==> config.mk <==
export PLATFORM = sky130hd
export DESIGN_NAME = eeprom_rw_test_ctrl
export DESIGN_NICKNAME = d
export VERILOG_FILES = /design/src/rtl/eeprom_rw_test_ctrl.sv
export SDC_FILE = /design/constraint.sdc
export NUM_CORES = 1
export LEC_CHECK = 0
export BUFFER_PORTS_ARGS = -buffer_cell sky130_fd_sc_hd__clkbuf_2
export CAP_MARGIN = 20
export CORE_MARGIN = 8
export CORE_UTILIZATION = 55
export DETAILED_ROUTE_END_ITERATION = 16
export PLACE_DENSITY_LB_ADDON = 0.3
export SETUP_SLACK_MARGIN = 0.15
export SLEW_MARGIN = 5
export SYNTH_ARGS = -nofsm -noshare
export SYNTH_HDL_FRONTEND = slang
export SYNTH_SLANG_ARGS = --single-unit
==> constraint.sdc <==
create_clock -name clk -period 6.3 [get_ports clk]
set_clock_uncertainty 0.1 [all_clocks]
set_input_delay 1.26 -clock clk [delete_from_list [all_inputs] [get_ports clk]]
set_output_delay 1.26 -clock clk [all_outputs]
set_load 0.005 [all_outputs]
==> src/rtl/eeprom_rw_test_ctrl.sv <==
// EEPROM write/read-back self test: writes BYTE_NUM pattern bytes, then reads and compares them.
// Optional ack watchdog enabled by defining EEPROM_TEST_TIMEOUT_EN.
module eeprom_rw_test_ctrl #(
   parameter int          BYTE_NUM       = 256,
   parameter logic [15:0] START_ADDR     = 16'h0000,
   parameter int          TWR_CYCLES     = 250000,
   parameter int          TIMEOUT_CYCLES = 1000000
) (
   input  logic        clk,
   input  logic        rst_n,
   input  logic        start,
   output logic        drv_req,
   output logic        drv_wr,
   output logic [15:0] drv_addr,
   output logic [7:0]  drv_wdata,
   input  logic        drv_ack,
   input  logic [7:0]  drv_rdata,
   output logic        busy,
   output logic        rw_done,
   output logic        rw_res
);

   localparam logic [7:0]  PATTERN  = 8'hA5;
   localparam logic [15:0] LAST_OFF = 16'(BYTE_NUM - 1);
   localparam logic [31:0] TWR_LAST = 32'(TWR_CYCLES - 1);

   if (BYTE_NUM < 1 || BYTE_NUM > 65536 || TWR_CYCLES < 1 || TIMEOUT_CYCLES < 1) begin : g_param_err
      $error("eeprom_rw_test_ctrl: parameter out of range");
   end

   typedef enum logic [2:0] {
      IDLE, WR_REQ, WR_TWR, RD_REQ, CHECK, DONE
   } state_t;

   state_t      state_q, state_n;
   logic [15:0] offset_q, offset_n;
   logic [31:0] twr_q, twr_n;
   logic [7:0]  rdata_q, rdata_n;
   logic        req_n, wr_n, busy_n, done_n, res_n;
   logic [15:0] addr_n;
   logic [7:0]  wdata_n;
   logic [15:0] off_inc;

`ifdef EEPROM_TEST_TIMEOUT_EN
   localparam logic [31:0] TO_LAST = 32'(TIMEOUT_CYCLES - 1);
   logic [31:0] to_q, to_n;
`endif

   assign off_inc = offset_q + 16'd1;

   always_comb begin
      state_n  = state_q;
      offset_n = offset_q;
      twr_n    = twr_q;
      rdata_n  = rdata_q;
      req_n    = drv_req;
      wr_n     = drv_wr;
      addr_n   = drv_addr;
      wdata_n  = drv_wdata;
      busy_n   = busy;
      done_n   = rw_done;
      res_n    = rw_res;
      case (state_q)
         IDLE, DONE: begin
            if (start) begin
               state_n  = WR_REQ;
               offset_n = 16'd0;
               twr_n    = 32'd0;
               req_n    = 1'b1;
               wr_n     = 1'b1;
               addr_n   = START_ADDR;
               wdata_n  = PATTERN;
               busy_n   = 1'b1;
               done_n   = 1'b0;
               res_n    = 1'b0;
            end
         end
         WR_REQ: begin
            if (drv_ack) begin
               req_n   = 1'b0;
               twr_n   = 32'd0;
               state_n = WR_TWR;
            end
         end
         WR_TWR: begin
            if (twr_q >= TWR_LAST) begin
               twr_n = 32'd0;
               req_n = 1'b1;
               if (offset_q == LAST_OFF) begin
                  offset_n = 16'd0;
                  state_n  = RD_REQ;
                  wr_n     = 1'b0;
                  addr_n   = START_ADDR;
               end else begin
                  offset_n = off_inc;
                  state_n  = WR_REQ;
                  wr_n     = 1'b1;
                  addr_n   = START_ADDR + off_inc;
                  wdata_n  = off_inc[7:0] ^ PATTERN;
               end
            end else begin
               twr_n = twr_q + 32'd1;
            end
         end
         RD_REQ: begin
            if (drv_ack) begin
               rdata_n = drv_rdata;
               req_n   = 1'b0;
               state_n = CHECK;
            end
         end
         CHECK: begin
            if (rdata_q != (offset_q[7:0] ^ PATTERN) || offset_q == LAST_OFF) begin
               state_n = DONE;
               busy_n  = 1'b0;
               done_n  = 1'b1;
               res_n   = (rdata_q == (offset_q[7:0] ^ PATTERN));
            end else begin
               offset_n = off_inc;
               state_n  = RD_REQ;
               req_n    = 1'b1;
               wr_n     = 1'b0;
               addr_n   = START_ADDR + off_inc;
            end
         end
         default: state_n = IDLE;
      endcase
`ifdef EEPROM_TEST_TIMEOUT_EN
      to_n = (drv_req && !drv_ack) ? to_q + 32'd1 : 32'd0;
      // a stuck driver ends the run as a failure
      if (drv_req && !drv_ack && to_q >= TO_LAST) begin
         to_n    = 32'd0;
         state_n = DONE;
         req_n   = 1'b0;
         busy_n  = 1'b0;
         done_n  = 1'b1;
         res_n   = 1'b0;
      end
`endif
   end

   always_ff @(posedge clk or negedge rst_n) begin
      if (!rst_n) begin
         state_q   <= IDLE;
         offset_q  <= 16'd0;
         twr_q     <= 32'd0;
         rdata_q   <= 8'd0;
         drv_req   <= 1'b0;
         drv_wr    <= 1'b0;
         drv_addr  <= 16'd0;
         drv_wdata <= 8'd0;
         busy      <= 1'b0;
         rw_done   <= 1'b0;
         rw_res    <= 1'b0;
      end else begin
         state_q   <= state_n;
         offset_q  <= offset_n;
         twr_q     <= twr_n;
         rdata_q   <= rdata_n;
         drv_req   <= req_n;
         drv_wr    <= wr_n;
         drv_addr  <= addr_n;
         drv_wdata <= wdata_n;
         busy      <= busy_n;
         rw_done   <= done_n;
         rw_res    <= res_n;
      end
   end

`ifdef EEPROM_TEST_TIMEOUT_EN
   always_ff @(posedge clk or negedge rst_n) begin
      if (!rst_n) to_q <= 32'd0;
      else        to_q <= to_n;
   end
`endif

endmodule

==> results.md, run 1 <==
- Post-layout min period: 3.299 ns
- Max Cap Viol: 0
- Non-Filler Instances: 500
- Top Ports: 41
- GR Overflow Total: 0
- Status: complete, no violations
- Met1 usage: 20.70%
- CTS Root Cell: clkbuf_8
- Final instance area: 4153 um^2
- Total Wirelength: 7.767 mm
- Vias in the first global route: 2881
- CTS clk-pin slew, worst paths: 0.08 ns
- Slew HR: 33.78%
- Pre-antenna DRT Iters: 4
- Pwr dens: 330.9 nW/um^2
- Core area: 6386 um^2
- Max rail drop VDD: 0.2415 mV
- Fill cells: 532
- # resized after CTS: 0
- Endpoints failing setup: 0
- Most used routing layer: met2
- Gpl congestion: 0.8279
- Slew Viols, Final: 0
- CP Max Fanout: 23
- Layout cells sized above 1: 19.39%
- Top FF cell, synth: dfrtp_1
- Placed Cells: 484
- Achievable frequency: 0.3031 GHz
- Critical path endpoint category: flop
- Max incr delay on CP: 0.86 ns
- Iter 0 DRT Violations: 197
- Clock sinks: 72
- Die W: 97.57 um
- GRT Util Overall: 16.92%
- Min-Delay Path Class: reg2reg
- Mapped cell area: 3660 um^2
- Row cnt: 29
- Worst R2R Setup Slack: 3.00 ns
- WS Path Type: reg2reg
- Mean Syn Cell Area: 9.682 um^2
- Layout Nets: 432
- Mapped Nets: 392
- Post-CTS setup buffers: 0
- Initial core utilization: 57.31%
- TritonCTS Buffers: 9
- H-tree Lvls: 3
- Cells after Synth: 378
- Crit-path cells: nor3b_1 > nand3_1 > a211oi_2 > buf_4 > or3_4 > or2_1 > o31ai_1
- Height of the die: 97.57 um
- Ant. Diodes: 0
- Slowest CP cell: nor3b_1
- Post-synthesis register bit count: 72
- Via density: 5.816
- Post-synth EDFFs: 0
- DP Area: 3918 um^2
- Die area: 9520 um^2
- Unrepaired setup endpoints after global routing: false
- CP top delay family: simple AND/OR/NAND/NOR gates
- Port Buffers: 40
- Clock latency at the later pin of the worst-skew pair: 0.34 ns
- Mean routed wirelength per cell: 15.53 um
- Largest net degree at the start of global routing: 73
- Yosys warnings: 0
- Met3 usage: 4.125%
- Leakage: 1.862 nW
- CTS tree: done
- Crit path buffers/inverters: 1
- Met2 usage: 27.16%
- Final worst path period share: 52.36%
- Ys async rst share: 100.0%
- # DRC: 0
- Area grow syn2layout: 13.47%
- Final Hold Fails: 0
- Vias: 2908
- Req. time, crit path: 6.41 ns
- Register area share after synthesis: 49.23%
- Max clock buf depth: 2
- Total Neg Setup Slack: 0 ns
- Worst endpoint data arrival time: 3.41 ns
- Distinct cells, synth: 49
- Slew @ Worst Pin: 0.9911 ns
- Routed Antenna Nets: 0
- First-pass GRT wire length: 13.47 mm
- Initial antenna violation count: 0
- Hold_buf cts: 0
- HPWL Detailed: 5.427 mm
- CP startpoint kind: flop
cells in the mapped netlist (all sizes together) (4+ instances only):
| cell type | n | area share (%) |
|---|---|---|
| a21oi | 17 | 2.3 |
| a31oi | 9 | 1.5 |
| and3 | 9 | 1.5 |
| buf | 11 | 1.6 |
| clkbuf | 4 | 0.41 |
| dfrtp | 72 | 49 |
| inv | 10 | 1.0 |
| mux2 | 9 | 2.8 |
| nand2 | 26 | 2.7 |
| nand2b | 4 | 0.68 |
| nand3 | 19 | 2.6 |
| nand4 | 4 | 1.1 |
| nor2 | 53 | 5.4 |
| nor3 | 8 | 1.1 |
| nor4 | 11 | 2.2 |
| o21ai | 30 | 4.1 |
| o31ai | 13 | 3.6 |
| or3 | 6 | 1.2 |
| xnor2 | 15 | 3.6 |
| xor2 | 11 | 2.6 |
through the flow:
stage / total power, W / utilization, % / setup WS [ns] / hold slack, ns
2_1_floorplan: 0.0008562 / - / 3.501 / 0.3639
3_3_place_gp: 0.0009409 / 61.34 / 2.939 / 0.3638
3_5_place_dp: 0.0009546 / 61.34 / 2.869 / 0.3736
4_1_cts: 0.001386 / 65.03 / 2.985 / 0.3910
5_1_grt: 0.001459 / 65.03 / 2.644 / 0.4101
6_report: 0.001374 / 65.03 / 3.001 / 0.3878
final timing paths:
kind	from	to	cells after the start
max	state_q[2]	offset_q[15]	7
max reg2reg	state_q[2]	offset_q[15]	7
min	drv_wr	drv_wr	1
min reg2reg	drv_wr	drv_wr	1
max in group asynchronous	rst_n	twr_q[7]	2
min in group asynchronous	rst_n	offset_q[13]	2
cell type report:
cell class | count | area, um^2 | share of cell area [%]
repair buffers | 44 | 230.2 | 5.544
multi-input cells | 281 | 1752 | 42.18
flip-flops and latches | 72 | 1802 | 43.39
well taps | 77 | 96.34 | 2.320
inverters | 10 | 37.54 | 0.9039
clock inverters | 6 | 107.6 | 2.591
clock buffers | 10 | 127.6 | 3.073
cells in the final DEF, fill, tap and decap left out, types with 4 or more instances in the layout:
cell / count
clkbuf_2: 39
nor3_1: 8
o21ai_1: 6
o31ai_2: 7
xor2_1: 11
nor4_1: 9
mux2_2: 9
inv_1: 10
and3_1: 9
dfrtp_1: 72
a31oi_1: 9
or3_1: 5
nand2b_1: 4
nand3_1: 19
a21oi_1: 17
o21ai_0: 24
nor2_1: 53
buf_4: 4
clkbuf_8: 9
o31ai_1: 6
xnor2_1: 15
nand2_1: 26
cell families (layout without fill, tap and decap cells):
group	Yosys count	count (layout)	share of synthesized area, %
compound gates	88	88	16.27
xor+xnor	26	26	6.222
fa+ha+maj	2	2	0.6837
buf+inv	25	70	3.043
flops	72	72	49.23
mux	9	9	2.769
simple gates	156	156	21.78
power by group:
part           internal, W  switching [W]
Combinational     0.000141       0.000226
Clock             0.000262       0.000169
Sequential        0.000517      0.0000591
metal layers:
layer / vias to the layer above / part of all wire, %
met5: - / 0
met4: 0 / 1.2
met3: 6 / 4.6
met2: 59 / 48
met1: 1400 / 46
li1: 1443 / -
sequential cells by signal, summed over array words and instances (netlist names):
name	flops
rdata_q	8
drv_req	1
twr_q	32
state_q	3
busy	1
rw_done	1
drv_wdata	8
offset_q	16
rw_res	1
drv_wr	1
(Power assumes the default switching activity.)
==> run 2: changes to the inputs <==
--- a/config.mk
+++ b/config.mk
@@ -5,10 +5,11 @@
 export SDC_FILE = /design/constraint.sdc
 export NUM_CORES = 1
 export LEC_CHECK = 0
+export ABC_AREA = 1
 export BUFFER_PORTS_ARGS = -buffer_cell sky130_fd_sc_hd__clkbuf_2
 export CAP_MARGIN = 20
 export CORE_MARGIN = 8
-export CORE_UTILIZATION = 55
+export CORE_UTILIZATION = 54
 export DETAILED_ROUTE_END_ITERATION = 16
 export PLACE_DENSITY_LB_ADDON = 0.3
 export SETUP_SLACK_MARGIN = 0.15
==> constraint.sdc (replaced) <==
create_clock -name clk -period 2.9 [get_ports clk]
set_clock_uncertainty 0.1 [all_clocks]
set_input_delay 0.58 -clock clk [delete_from_list [all_inputs] [get_ports clk]]
set_output_delay 0.58 -clock clk [all_outputs]
set_load 0.005 [all_outputs]
==> run 2 against run 1 <==
Final cell count rose by 42%. First-iteration DRC count fell by 9.6%. Worst setup slack got worse by 2.3 ns. Wire length rose by 24%. Fmax rose by 52%. Cell area rose by 11%. Largest power group unchanged. Sequential cell count did not move. Critical path depth rose by 5. Critical endpoint is now twr_q[13]. Combinational power rose to 3.5 times the previous value. Global-route usage rose by 1.4 points.
==> results.md, run 2 <==
- Synth top area share: 43.30% (was 49.23%)
- CP Max Fanout: 12 (was 23)
- Reg area: 1802 um^2 (unchanged)
- Status: complete, no violations (unchanged)
- Cells after Synth: 566 (was 378)
- Commonest non-fill, non-tap cell in the layout: nand2_1 (was dfrtp_1)
- Largest regs: twr_q: 32 flops, offset_q: 16 flops (unchanged)
- # DRC: 0 (unchanged)
- Critical path endpoint category: flop (unchanged)
- Pwr dens: 750.9 nW/um^2 (was 330.9 nW/um^2)
- Pre-antenna DRT Iters: 5 (was 4)
- Post-synth EDFFs: 0 (unchanged)
- Synth top area cells: dfrtp_1 (43%), nand2_1 (15%), nor2_1 (7.8%), inv_1 (6.0%), nand3_1 (4.8%) (was dfrtp_1 (49%), nor2_1 (5.4%), xnor2_1 (3.6%), o21ai_0 (3.3%), mux2_2 (2.8%))
- WS Path Type: reg2reg (unchanged)
- CP startpoint kind: flop (unchanged)
- Die area: 10770 um^2 (was 9520 um^2)
- Final worst path period share: 74.96% (was 52.36%)
- Multi-input gate area: 1989 um^2 (was 1752 um^2)
- Max rail drop VDD: 0.4813 mV (was 0.2415 mV)
- Most frequent cells in the layout: nand2_1 (168), nor2_1 (87), dfrtp_1 (72) (was dfrtp_1 (72), nor2_1 (53), clkbuf_2 (39))
- Total power: 0.003470 W (was 0.001374 W)
- Distinct cells, synth: 40 (was 49)
- # resized after CTS: 0 (unchanged)
- Mean routed wirelength per cell: 13.54 um (was 15.53 um)
- Ys async rst share: 100.0% (unchanged)
- CTS Root Cell: clkbuf_8 (unchanged)
- Clock sinks: 72 (unchanged)
- Unrepaired setup endpoints after global routing: false (unchanged)
- Final instance area: 4621 um^2 (was 4153 um^2)
- Layout Nets: 618 (was 432)
- Layout cells sized above 1: 14.45% (was 19.39%)
- Vias in the first global route: 3662 (was 2881)
- HPWL Detailed: 7.031 mm (was 5.427 mm)
- Top Ports: 41 (unchanged)
- Top reg by flops: twr_q (unchanged)
- Area grow syn2layout: 11.03% (was 13.47%)
- Vias: 3699 (was 2908)
- Post-synthesis register bit count: 72 (unchanged)
- Achievable frequency: 0.4600 GHz (was 0.3031 GHz)
- Max Cap Viol: 0 (unchanged)
- GRT Util Overall: 18.35% (was 16.92%)
- Routed Antenna Nets: 0 (unchanged)
- Die W: 103.8 um (was 97.57 um)
- Slew @ Worst Pin: 0.7847 ns (was 0.9911 ns)
- Endpoints failing setup: 0 (unchanged)
- Min-Delay Path Class: in2async (was reg2reg)
- Row cnt: 32 (was 29)
- Core area: 7607 um^2 (was 6386 um^2)
- Mapped Nets: 580 (was 392)
- DP Area: 4400 um^2 (was 3918 um^2)
- Leakage: 2.344 nW (was 1.862 nW)
- Final Hold Fails: 0 (unchanged)
- Yosys warnings: 0 (unchanged)
- First-pass GRT wire length: 16.57 mm (was 13.47 mm)
- Total Wirelength: 9.627 mm (was 7.767 mm)
- Port Buffers: 40 (unchanged)
- Fill cells: 712 (was 532)
- CTS tree: done (unchanged)
- Req. time, crit path: 3.04 ns (was 6.41 ns)
- Clock latency at the later pin of the worst-skew pair: 0.36 ns (was 0.34 ns)
- CTS clk-pin slew, worst paths: 0.08 ns (about the same)
- Post-layout min period: 2.174 ns (was 3.299 ns)
- Slew Viols, Final: 0 (unchanged)
- Largest net degree at the start of global routing: 37 (was 73)
- Top cells by count, synth: nand2_1 (168), nor2_1 (87), dfrtp_1 (72) (was dfrtp_1 (72), nor2_1 (53), nand2_1 (26))
- Mapped cell area: 4161 um^2 (was 3660 um^2)
- Hold_buf cts: 0 (unchanged)
- Slew HR: 47.21% (was 33.78%)
- TritonCTS Buffers: 9 (unchanged)
- Ant. Diodes: 0 (unchanged)
- Layout Utilization: 60.74% (was 65.03%)
- Gpl congestion: 0.8805 (was 0.8279)
- Largest register FFs: 32 (unchanged)
- Most frequent cell after synthesis: nand2_1 (was dfrtp_1)
- Post-CTS setup buffers: 0 (unchanged)
- Register area share after synthesis: 43.30% (was 49.23%)
- Dominant cell type by area after synthesis: dfrtp_1 (unchanged)
- Initial core utilization: 54.70% (was 57.31%)
- Iter 0 DRT Violations: 178 (was 197)
- H-tree Lvls: 3 (unchanged)
- GR Overflow Total: 0 (unchanged)
- Initial antenna violation count: 0 (unchanged)
- Height of the die: 103.8 um (was 97.57 um)
- Max clock buf depth: 2 (unchanged)
- Total Neg Setup Slack: 0 ns (unchanged)
- Mean Syn Cell Area: 7.352 um^2 (was 9.682 um^2)
- Worst endpoint data arrival time: 2.32 ns (was 3.41 ns)
- Via density: 5.203 (was 5.816)
- Top FF cell, synth: dfrtp_1 (unchanged)
run 2: changes by cell type in the layout (fill, tap and decap cells not counted), moves of 6 or more:
cell	before	now
nand2_1	26	168
inv_1	10	66
nor2_1	53	87
nand3_1	19	40
o21ai_0	24	6
xnor2_1	15	5
and3_1	9	0
nand4_1	3	12
nor4_1	9	1
a31oi_1	9	2
o31ai_2	7	0
o31ai_1	6	0
run 2: path summary, 6_finish.rpt:
kind                              start            to  slack [ns]  cells past startpoint
max reg2reg                  state_q[2]     twr_q[13]        0.73                     12
max                          state_q[2]     twr_q[13]        0.73                     12
min in group clk           drv_rdata[3]    rdata_q[3]        0.35                      2
min                               rst_n     twr_q[10]        0.17                      2
min reg2reg                      rw_res        rw_res        0.38                      2
max in group asynchronous         rst_n  offset_q[15]        2.19                      2
run 2: final cells by class:
class	instances	share of cell area [%]
multi-input combinational	409	43.05
inverter	69	5.605
clock buffer	10	2.762
clock inverter	6	2.004
sequential	72	38.99
tap	102	2.762
timing repair buffer	43	4.820
run 2: kinds of logic after synthesis:
family / share of synthesized area, %
mux: 1.353
flops: 43.30
compound gates: 6.254
simple gates: 36.23
fa+ha+maj: 0.6012
xor+xnor: 3.367
buf+inv: 8.899
run 2: critical path: stages, from the launching register on:
cell and delay (ns):
dfrtp_1 0.43, inv_2 0.09, nand2_1 0.12, nand2_1 0.13, nor2_1 0.06, nand2_1 0.12, nand2_1 0.28, nor2_1 0.25
nand2_1 0.11, nor2_1 0.18, nand2_1 0.07, nand2_1 0.07, nor2_1 0.06
run 2: through the flow:
step           setup slack [ns]  hold slack (ns)  instances
2_1_floorplan             1.024           0.1844        566
6_report                 0.7263           0.1670        711
3_5_place_dp             0.6747           0.3665        695
5_1_grt                  0.5089           0.2017        711
3_3_place_gp             0.7682           0.3567        695
4_1_cts                  0.7288           0.1777        711
run 2: routing by layer:
layer | up-vias | GRT usage (%) | part of all wire (%)
li1 | 1842 | - | -
met1 | 1719 | 20.31 | 42
met2 | 116 | 32.31 | 50
met3 | 22 | 4.585 | 5.9
met4 | 0 | 8.583 | 2.0
met5 | - | 0 | 0
run 2: power breakdown:
part | internal, W | switching (W)
Combinational | 0.000380 | 0.000901
Clock | 0.000489 | 0.000408
Sequential | 0.00117 | 0.000124
Total | 0.00204 | 0.00143
==> run 3: changes to the inputs <==
--- a/config.mk
+++ b/config.mk
@@ -9,7 +9,7 @@
 export BUFFER_PORTS_ARGS = -buffer_cell sky130_fd_sc_hd__clkbuf_2
 export CAP_MARGIN = 20
 export CORE_MARGIN = 8
-export CORE_UTILIZATION = 54
+export CORE_UTILIZATION = 55
 export DETAILED_ROUTE_END_ITERATION = 16
 export PLACE_DENSITY_LB_ADDON = 0.3
 export SETUP_SLACK_MARGIN = 0.15
==> constraint.sdc (replaced) <==
create_clock -name clk -period 2.1 [get_ports clk]
set_clock_uncertainty 0.1 [all_clocks]
set_input_delay 0.42 -clock clk [delete_from_list [all_inputs] [get_ports clk]]
set_output_delay 0.42 -clock clk [all_outputs]
set_load 0.005 [all_outputs]
==> run 3 against run 2 <==
Critical path depth down 3. Fmax up 15%. Total power grew 48%. Die area shrank 1.5%. First-iteration DRC count is 1.7% lower. Sequential power up 36%. Critical path type unchanged. Largest power group is now combinational logic.
==> results.md, run 3 (synthesis results as in run 2) <==
- Top reg by flops: twr_q (unchanged)
- HPWL Detailed: 7.072 mm (was 7.031 mm)
- Top Ports: 41 (unchanged)
- Endpoints failing setup: 0 (unchanged)
- CTS Root Cell: clkbuf_8 (unchanged)
- Row cnt: 31 (was 32)
- Post-layout min period: 1.882 ns (was 2.174 ns)
- Worst R2R Setup Slack: 0.22 ns (was 0.73 ns)
- Fill cells: 674 (was 712)
- Worst endpoint data arrival time: 2.02 ns (was 2.32 ns)
- First-pass GRT wire length: 16.50 mm (was 16.57 mm)
- Critical path endpoint category: flop (unchanged)
- Routed Antenna Nets: 0 (unchanged)
- Total Neg Setup Slack: 0 ns (unchanged)
- GRT Util Overall: 19.83% (was 18.35%)
- Largest net degree at the start of global routing: 73 (was 37)
- Ant. Diodes: 0 (unchanged)
- Reg area: 1804 um^2 (was 1802 um^2)
- Layout Utilization: 66.61% (was 60.74%)
- Slew @ Worst Pin: 0.4257 ns (was 0.7847 ns)
- CP Max Fanout: 10 (was 12)
- Max Cap Viol: 0 (unchanged)
- Slew HR: 71.55% (was 47.21%)
- CTS tree: done (unchanged)
- Core area: 7292 um^2 (was 7607 um^2)
- Mean routed wirelength per cell: 13.73 um (was 13.54 um)
- Clock sinks: 72 (unchanged)
- Vias in the first global route: 3700 (was 3662)
- Pre-antenna DRT Iters: 4 (was 5)
- Height of the die: 103.0 um (was 103.8 um)
- Worst r2r src: offset_q[1] (was state_q[2])
- Clock latency at the later pin of the worst-skew pair: 0.36 ns (about the same)
- WS Path Type: reg2reg (unchanged)
- Layout cells sized above 1: 19.05% (was 14.45%)
- R2R depth: 9 (was 12)
- Die W: 103.0 um (was 103.8 um)
- Max rail drop VDD: 0.5875 mV (was 0.4813 mV)
- Initial core utilization: 57.07% (was 54.70%)
- # DRC: 0 (unchanged)
- Pwr dens: 1057 nW/um^2 (was 750.9 nW/um^2)
- Largest regs: twr_q: 32 flops, offset_q: 16 flops (unchanged)
- Iter 0 DRT Violations: 175 (was 178)
- Min-Delay Path Class: in2reg (was in2async)
- Dpl ws: 0.1612 ns (was 0.6747 ns)
- Commonest non-fill, non-tap cell in the layout: nand2_1 (unchanged)
- Achievable frequency: 0.5313 GHz (was 0.4600 GHz)
- Vias: 3757 (was 3699)
- Via density: 5.154 (was 5.203)
- R2r endpoint: offset_q[12] (was twr_q[13])
- CP startpoint: offset_q[1] (was state_q[2])
- Max clock buf depth: 2 (unchanged)
- Port Buffers: 40 (unchanged)
- Req. time, crit path: 2.24 ns (was 3.04 ns)
- Most frequent cells in the layout: nand2_1 (163), nor2_1 (84), dfrtp_1 (70) (was nand2_1 (168), nor2_1 (87), dfrtp_1 (72))
- Unrepaired setup endpoints after global routing: true (was false)
- TritonCTS Buffers: 9 (unchanged)
- Crit path to: offset_q[12] (was twr_q[13])
- Fin worst setup slack: 0.2178 ns (was 0.7263 ns)
- Status: complete, no violations (unchanged)
- Total Wirelength: 10.01 mm (was 9.627 mm)
- Initial antenna violation count: 0 (unchanged)
- Slew Viols, Final: 0 (unchanged)
- Largest register FFs: 32 (unchanged)
- CTS clk-pin slew, worst paths: 0.09 ns (was 0.08 ns)
- Leakage: 2.454 nW (was 2.344 nW)
- H-tree Lvls: 3 (unchanged)
- Area grow syn2layout: 16.72% (was 11.03%)
- Final Hold Fails: 0 (unchanged)
- Layout Nets: 639 (was 618)
- Gpl congestion: 0.8862 (was 0.8805)
- Multi-input gate area: 2051 um^2 (was 1989 um^2)
- Final worst path period share: 89.63% (was 74.96%)
- GR Overflow Total: 0 (unchanged)
- CP startpoint kind: flop (unchanged)
- Die area: 10610 um^2 (was 10770 um^2)
-- run 3: cell count changes in the layout (fill, tap and decap cells not counted), sizes merged --
cell and change:
nand2 +1, inv -1, dlygate4sd3 +1, clkinvlp +1, buf +19
-- run 3: area by class of cell --
type	count	share of cell area (%)
clock buffers	10	2.628
clock inverters	6	1.906
inverters	69	5.410
multi-input cells	410	42.22
flip-flops and latches	72	37.15
well taps	99	2.550
repair buffers	63	8.140
-- run 3: worst max-delay path: stages (launching register included) --
cell     delay [ns]
dfrtp_1        0.38
ha_1           0.25
nand3_4        0.12
nor3_4         0.20
nand2_4        0.10
nand3_2        0.13
buf_4          0.16
nand2_4        0.11
nand3_1        0.14
nand2_1        0.07
-- run 3: worst min path at each step --
stage	start	endpoint	slack (ns)	depth (start not counted)
global route	drv_rdata[6]	rdata_q[6]	0.17	2
CTS	drv_rdata[1]	rdata_q[1]	0.18	2
detailed placement	drv_wr	drv_wr	0.36	2
floorplan	rst_n	busy	0.02	0
global placement	drv_wr	drv_wr	0.36	2
finish	drv_rdata[1]	rdata_q[1]	0.19	2
-- run 3: metal layers --
metal / GRT usage [%] / part of all wire [%] / vias to the layer above
met5: 0 / 0 / -
met4: 10.12 / 2.9 / 0
met3: 3.714 / 4.2 / 27
met2: 35.29 / 50 / 108
met1: 22.06 / 43 / 1732
li1: - / - / 1890
-- run 3: stage by stage --
step,instances,power [W],hold WS (ns),instance area [um^2]
floorplan,566,0.003215,0.02441,4161
global placement,704,0.003627,0.3575,4499
detailed placement,704,0.003696,0.3573,4499
CTS,721,0.004960,0.1810,4742
global route,729,0.005474,0.1745,4857
finish,729,0.005133,0.1916,4857
-- run 3: power breakdown --
part / total (W) / switching (W) / internal (W)
registers: 0.00176 / 0.000150 / 0.00161
logic: 0.00215 / 0.00139 / 0.000753
clock network: 0.00122 / 0.000547 / 0.000675
-- run 3: what timing repair did --
| action | 4_1_cts | 5_1_grt |
|---|---|---|
| buffers inserted | 0 | 7 |
| hold endpoints to repair | 13 | 0 |
| resized for setup | 2 | 18 |
| hold buffers | 1 | 0 |
| pin swaps | 0 | 3 |
| endpoints found under the setup margin | 6 | 48 |
| cloned | 0 | 1 |
